<file path="src/rtl/bus_arbiter_rr.sv">
// Round-robin arbiter: N_IDS cores share one memory_controller port.
// Latches the granted request; returns ack and read data to that core only.
module bus_arbiter_rr #(
   parameter  int N_IDS = 2,
   localparam int ID_W  = $clog2(N_IDS)
) (
   input  logic                  i_clk,
   input  logic                  i_rst,
   input  logic [N_IDS-1:0]      i_m_bus_en,
   input  logic [N_IDS-1:0]      i_m_wr_en,
   input  logic [32*N_IDS-1:0]   i_m_wr_data,
   input  logic [32*N_IDS-1:0]   i_m_addr,
   input  logic [4*N_IDS-1:0]    i_m_byte_en,
   input  logic [N_IDS-1:0]      i_m_atomic,
   input  logic [7*N_IDS-1:0]    i_m_operation,
   output logic [N_IDS-1:0]      o_m_ack,
   output logic [31:0]           o_m_rd_data,
   output logic                  o_bus_en,
   output logic                  o_wr_en,
   output logic [31:0]           o_wr_data,
   output logic [31:0]           o_addr,
   output logic [3:0]            o_byte_en,
   output logic                  o_atomic,
   output logic [6:0]            o_operation,
   output logic [ID_W-1:0]       o_id,
   output logic [N_IDS-1:0]      o_grant,
   input  logic                  i_ack,
   input  logic [31:0]           i_rd_data
);

   typedef enum logic [1:0] {
      IDLE    = 2'd0,
      BUSY    = 2'd1,
      RELEASE = 2'd2
   } state_t;

   state_t          state_q;
   state_t          state_d;
   logic [ID_W-1:0] rr_ptr;
   logic [ID_W-1:0] pick;
   logic [ID_W-1:0] idx_w;
   logic            found;
   logic            grant_ld;
   logic            clr;
   logic            ptr_ld;
   int              idx;

   // First requester at or after rr_ptr, wrapping modulo N_IDS.
   always_comb begin
      pick  = rr_ptr;
      found = 1'b0;
      idx   = 0;
      idx_w = '0;
      for (int i = 0; i < N_IDS; i++) begin
         idx = int'(rr_ptr) + i;
         if (idx >= N_IDS) idx = idx - N_IDS;
         idx_w = ID_W'(idx);
         if (!found && i_m_bus_en[idx_w]) begin
            found = 1'b1;
            pick  = idx_w;
         end
      end
   end

   always_comb begin
      state_d     = state_q;
      grant_ld    = 1'b0;
      clr         = 1'b0;
      ptr_ld      = 1'b0;
      o_bus_en    = 1'b0;
      o_m_ack     = '0;
      o_m_rd_data = '0;
      unique case (state_q)
         IDLE: begin
            if (|i_m_bus_en) begin
               grant_ld = 1'b1;
               state_d  = BUSY;
            end
         end
         BUSY: begin
            // Low in the ack cycle so the controller does not restart.
            o_bus_en = !i_ack;
            if (i_ack) begin
               o_m_ack[o_id] = 1'b1;
               o_m_rd_data   = i_rd_data;
               ptr_ld        = 1'b1;
               clr           = 1'b1;
               state_d       = RELEASE;
            end
         end
         RELEASE: state_d = IDLE;
         default: state_d = IDLE;
      endcase
   end

   always_ff @(posedge i_clk or negedge i_rst) begin
      if (!i_rst) begin
         state_q <= IDLE;
         rr_ptr  <= '0;
      end else begin
         state_q <= state_d;
         if (ptr_ld)
            rr_ptr <= (o_id == ID_W'(N_IDS-1)) ? '0 : o_id + 1'b1;
      end
   end

   always_ff @(posedge i_clk or negedge i_rst) begin
      if (!i_rst) begin
         o_id        <= '0;
         o_grant     <= '0;
         o_wr_en     <= 1'b0;
         o_wr_data   <= '0;
         o_addr      <= '0;
         o_byte_en   <= '0;
         o_atomic    <= 1'b0;
         o_operation <= '0;
      end else if (grant_ld) begin
         o_id        <= pick;
         o_grant     <= {{(N_IDS-1){1'b0}}, 1'b1} << pick;
         o_wr_en     <= i_m_wr_en[pick];
         o_wr_data   <= i_m_wr_data[32*pick +: 32];
         o_addr      <= i_m_addr[32*pick +: 32];
         o_byte_en   <= i_m_byte_en[4*pick +: 4];
         o_atomic    <= i_m_atomic[pick];
         o_operation <= i_m_operation[7*pick +: 7];
      end else if (clr) begin
         o_id        <= '0;
         o_grant     <= '0;
         o_wr_en     <= 1'b0;
         o_wr_data   <= '0;
         o_addr      <= '0;
         o_byte_en   <= '0;
         o_atomic    <= 1'b0;
         o_operation <= '0;
      end
   end

endmodule

</file>
<file path="config.mk">
export PLATFORM = sky130hd
export DESIGN_NAME = bus_arbiter_rr
export DESIGN_NICKNAME = d
export VERILOG_FILES = /design/src/rtl/bus_arbiter_rr.sv
export SDC_FILE = /design/constraint.sdc
export NUM_CORES = 1
export LEC_CHECK = 0
export ABC_AREA = 1
export CAP_MARGIN = 15
export CORE_AREA = 2 2 118 120
export CTS_CLUSTER_DIAMETER = 60
export DETAILED_ROUTE_END_ITERATION = 8
export DIE_AREA = 0 0 120 122
export GPL_ROUTABILITY_DRIVEN = 1
export GPL_TIMING_DRIVEN = 1
export PLACE_DENSITY = 0.79
export SYNTH_ARGS = -nofsm -noshare
export SYNTH_HDL_FRONTEND = slang
export SYNTH_SLANG_ARGS = --single-unit
</file>
<file path="constraint.sdc">
create_clock -name i_clk -period 3.2 [get_ports i_clk]
set_input_delay 0.32 -clock i_clk [delete_from_list [all_inputs] [get_ports i_clk]]
set_output_delay 0.32 -clock i_clk [all_outputs]
set_load 0.01 [all_outputs]
</file>
=== After elaboration in Yosys (flattened, before gate mapping) ===
Index checks and enable logic that the tools add are counted.

* Flip-flop bits (word level): 83
* Input port bits: 191
* Word-level logic and storage cells: 79

* $add $sub $neg: 4
* Multiply operators: 1
* Order comparisons: 7
* Eq/ne operators: 3
* Shift-type cells: 5
* Mux-type cells: 41
* Reductions and logical operators: 8

{| class="wikitable"
|+ Operators by type and width
! operator !! count
|-
| $mux W32 || 5
|-
| $shiftx A64 B7 Y32 || 2
|-
| $mux W1 || 24
|-
| $mux W7 || 2
|-
| $shiftx A14 B5 Y7 || 1
|-
| $mux W2 || 6
|-
| $lt A1 B2 Y1 const B || 4
|-
| $mux W4 || 2
|-
| $shiftx A8 B4 Y4 || 1
|-
| $mul A3 B1 Y4 const A || 1
|-
| $ne A2 B2 Y1 const B || 2
|-
| $pmux W2 S2 || 1
|-
| $add A1 B1 Y2 const B || 1
|-
| $eq A2 B1 Y1 const B || 1
|-
| $ge A1 B2 Y1 const B || 1
|-
| $ge A2 B2 Y1 const B || 1
|-
| $logic_and A1 B1 Y1 || 2
|-
| $logic_not A1 Y1 || 2
|-
| $logic_not A2 Y1 || 1
|-
| $reduce_and A2 Y1 || 1
|-
| $reduce_bool A2 Y1 || 1
|-
| $reduce_or A2 Y1 || 1
|-
| $shl A1 B1 Y2 const A || 1
|-
| $sub A1 B1 Y1 const B || 2
|-
| 3 further kinds || 3
|}

=== Logic depth before layout (Yosys ltp) ===
* Depth after elaboration: 11
* Gate-level depth with buffers: 7

=== Worst setup path before layout ===
Ideal clock, no wire load.

* Path type: reg2out
* Start: reg state_q[1]
* End: out o_m_rd_data[10]
* Data arrival time: 1083 ps
* Slack: 1797 ps
* Stages on the path, launching flop included: 5
* Path buffers: 1
* Cell sequence: dfrtp_1 -> nor2_1 -> clkinv_1 -> clkbuf_1 -> nor2_1

* Word-level cells in the longest chain between the ends: 2

{| class="wikitable"
|+ RTL lines
! what !! RTL line !! RTL
|-
| start: declaration || 37 || <nowiki>state_t state_q;</nowiki>
|-
| start signal: assignment || 101 || <nowiki>state_q <= state_d;</nowiki>
|-
| $eq A2 B1 Y1 || 73 || <nowiki>unique case (state_q)</nowiki>
|-
| $mux W32 || 73 ||
|-
| end: declaration || 17 || <nowiki>output logic [31:0] o_m_rd_data,</nowiki>
|}

Every way passes these cells.

=== Worst setup path after layout ===
* Start: reg state_q[0]
* End: out o_m_rd_data[1]

Same word-level chain as after synthesis.

==> impl_table.tex <==
\begin{tabular}{lr}
\hline
Metric & Value \\
\hline
\multicolumn{2}{l}{\textbf{Synth}} \\
Number of warnings issued by yosys & 0 \\
Library cell with the largest summed area after synthesis & sky130\_fd\_sc\_hd\_\_dfrtp\_1 \\
Post-synth cell types & 19 \\
Share of the synthesized area in the top cell type & 0.450 \\
Largest cells by area after synthesis & sky130\_fd\_sc\_hd\_\_dfrtp\_1 (45\%), sky130\_fd\_sc\_hd\_\_nand4\_1 (21\%), sky130\_fd\_sc\_hd\_\_nand3\_1 (17\%) \\
Post-synthesis register bit count & 82 \\
Per-instance average area after synthesis & 8.22 µm² \\
Synthesized netlist cell count & 555 \\
Area of the mapped netlist & 4560 µm² \\
Number of nets in the synthesized netlist & 746 \\
Number of flops mapped to enable cells by yosys & 0 \\
Sequential share of the synthesized area & 0.450 \\
Most used flip-flop cell after synthesis & sky130\_fd\_sc\_hd\_\_dfrtp\_1 \\
Most common cell in the netlist & sky130\_fd\_sc\_hd\_\_nand3\_1 \\
List of most frequent post-synthesis cells & sky130\_fd\_sc\_hd\_\_nand3\_1 (157), sky130\_fd\_sc\_hd\_\_nand4\_1 (154), sky130\_fd\_sc\_hd\_\_dfrtp\_1 (82) \\
FFs w/ async S/R, synth & 1.00 \\
\multicolumn{2}{l}{\textbf{CTS}} \\
Number of sinks driven by the clock tree & 82 \\
Quantity of hold-fixing buffers added after cts & 0 \\
Count of buffers added by post-CTS timing repair for setup & 0 \\
Root Driver & sky130\_fd\_sc\_hd\_\_clkbuf\_16 \\
Clock transition at path regs & 0.06 ns \\
Clock latency reported for the late side of the worst-skew pair & 0.33 ns \\
Maximum buffer depth of the clock tree & 2 \\
Post-cts sizing count & 0 \\
Clock tree from TritonCTS & yes \\
Clock H-tree levels & 3 \\
Total CTS buffers & 9 \\
\multicolumn{2}{l}{\textbf{Placement}} \\
Port Buffers & 305 \\
Cell Count Post-Placement & 981 \\
GPL Wtd Cong & 0.793 \\
Cell Area, Placed & 7570 µm² \\
Estimated wirelength of the detail-placed design & 12000 µm \\
\multicolumn{2}{l}{\textbf{GRT}} \\
Overall Global Routing Usage & 0.243 \\
Pin count of the biggest net entering global routing & 83 \\
Wire length of the first global-routing pass & 28600 µm \\
Via count of the first global-routing pass & 5452 \\
Initial antenna violation count & 0 \\
Congestion Overflow GR & 0 \\
\multicolumn{2}{l}{\textbf{Finish}} \\
Net count reported at finish & 1004 \\
Number of antenna repair diodes & 0 \\
Finished Cell Area & 7930 µm² \\
Final core utilization & 0.587 \\
Post-route insts no fill & 997 \\
Fraction of layout instances using a drive strength above 1 & 0.0514 \\
Area growth from synthesis to final layout & 73.8\% \\
Fill cell count & 1194 \\
\multicolumn{2}{l}{\textbf{Floorplan}} \\
X dimension of the die & 120 µm \\
IO Pins & 306 \\
Initial cell density of the core & 0.338 \\
Number of placement rows & 43 \\
Die Ht & 122 µm \\
Placeable core area & 13500 µm² \\
Die area & 14600 µm² \\
\multicolumn{2}{l}{\textbf{Detailed routing}} \\
Remaining routing DRC violations & 0 \\
Final routed wire length divided by cell count & 18.6 µm \\
Total via count after detailed routing & 5679 \\
Detailed-router iteration count before antenna repair & 5 \\
Initial detailed-routing violation count & 500 \\
Detailed Route WL & 18500 µm \\
Remaining antenna violation count after routing & 0 \\
Via density per instance & 5.70 \\
\multicolumn{2}{l}{\textbf{Worst setup path}} \\
Reg-to-reg setup timing slack & 1.41 ns \\
Worst setup path class & flip-flop to output pin \\
Launch point of the critical path & state\_q[0]\$\_DFFE\_PN0P\_ \\
Biggest fanout along the worst timing path & 35 \\
Crit end category & output pin \\
Launching element type of the critical path & flip-flop \\
Worst Path Arrival & 2.06 ns \\
Req. time, crit path & 2.88 ns \\
R2R Path Start & state\_q[0]\$\_DFFE\_PN0P\_ \\
FF-to-FF path depth & 6 \\
Capturing point of the worst reg2reg path & o\_addr[21]\$\_DFFE\_PN0P\_ \\
\multicolumn{2}{l}{\textbf{STA}} \\
Count of endpoints failing hold in the final timing report & 36 \\
Count of pins over their slew limit & 0 \\
Slew Limit Headroom & 0.359 \\
Setup repair after global routing missed its margin & no \\
Crit share post-route & 0.745 \\
Slew at the pin closest to its max-slew limit & 0.962 ns \\
Max Freq & 0.419 GHz \\
Final period demand of the worst path & 2.38 ns \\
Fin Hold WS & -0.0386 ns \\
Final setup fails & 0 \\
Setup TNS & 0 ns \\
Clock skew after layout & 0.00716 ns \\
\multicolumn{2}{l}{\textbf{Power and ir drop}} \\
Peak supply drop & 0.689 mV \\
Power Dens Cells & 793 nW/µm² \\
Static power due to leakage & 0.00325 µW \\
\multicolumn{2}{l}{\textbf{Job}} \\
Maximum Capacitance Violations & 0 \\
\multicolumn{2}{l}{\textbf{Status}} \\
Run status & finished with violations \\
Violations in the final reports & negative hold slack \\
\multicolumn{2}{l}{\textbf{Worst hold path}} \\
Class of the tightest hold or removal check & input port to async pin \\
\hline
\end{tabular}
metal layers:
metal	vias to the layer above	global-route usage	routed length [µm]
li1	2593	-	-
met1	2715	0.315	7500
met2	337	0.411	9160
met3	34	0.0370	1410
met4	0	0.0919	444
met5	-	0	0
stage by stage:
stage / setup WS [ns] / total power (µW)
final: 0.816 / 6290
after global routing: 0.635 / 6660
after CTS: 0.764 / 6300
after detailed placement: 1.02 / 5130
after global placement: 1.01 / 5100
after floorplan: 1.80 / 3490
worst max-delay path by stage:
| stage | to | cells after the start |
|---|---|---|
| after floorplan | o_m_rd_data[10] | 4 |
| after global placement | o_m_rd_data[28] | 5 |
| after detailed placement | o_m_rd_data[29] | 5 |
| after CTS | o_m_rd_data[1] | 5 |
| after global routing | o_m_rd_data[4] | 6 |
| final | o_m_rd_data[1] | 6 |
cell usage in the layout, fill, tap and decap left out, drive strengths merged, types with 4 or more instances in the layout:
cell type	instances
buf	19
clkbuf	11
clkdlybuf4s50	303
dfrtp	82
inv	4
nand2	39
nand3	157
nand4	154
nor2	39
o21ai	4
layout make-up:
class | count | area [µm²] | share of cell area
Multi-Input combinational cell | 394 | 2100 | 0.265
Clock inverter | 4 | 73.8 | 0.00931
Clock buffer | 11 | 253 | 0.0319
Tap cell | 180 | 225 | 0.0284
Sequential cell | 82 | 2050 | 0.259
Timing Repair Buffer | 322 | 3210 | 0.404
Inverter | 4 | 15.0 | 0.00189
where the power goes:
group | switching, µW | leakage, µW | internal, µW
combinational | 1840 | 0.00204 | 1560
clock | 413 | 0.000162 | 724
sequential | 262 | 0.00104 | 1490
total | 2520 | 0.00325 | 3770
sequential cells by signal, summed over array words and instances, names as in the netlist, 2 cells and up:
register     cells
o_addr          32
o_byte_en        4
o_operation      7
state_q          2
o_wr_data       32
worst max-delay path, stage by stage, from the launching register on:
cell	delay, ns
sky130_fd_sc_hd__dfrtp_1	0.40
sky130_fd_sc_hd__inv_2	0.05
sky130_fd_sc_hd__nor2_1	0.24
sky130_fd_sc_hd__clkinv_1	0.10
sky130_fd_sc_hd__buf_4	0.24
sky130_fd_sc_hd__nor2_1	0.12
sky130_fd_sc_hd__clkdlybuf4s50_1	0.58
logic make-up (layout without fill, tap and decap cells):
group / after synthesis / count (layout) / share of synthesized area
and+or+nand+nor: 390 / 390 / 0.452
AOI/OAI and AO/OA: 4 / 4 / 0.00686
DFF: 82 / 82 / 0.450
buffers and inverters: 79 / 341 / 0.0914
No activity file was read; power rests on OpenSTA's default activity.
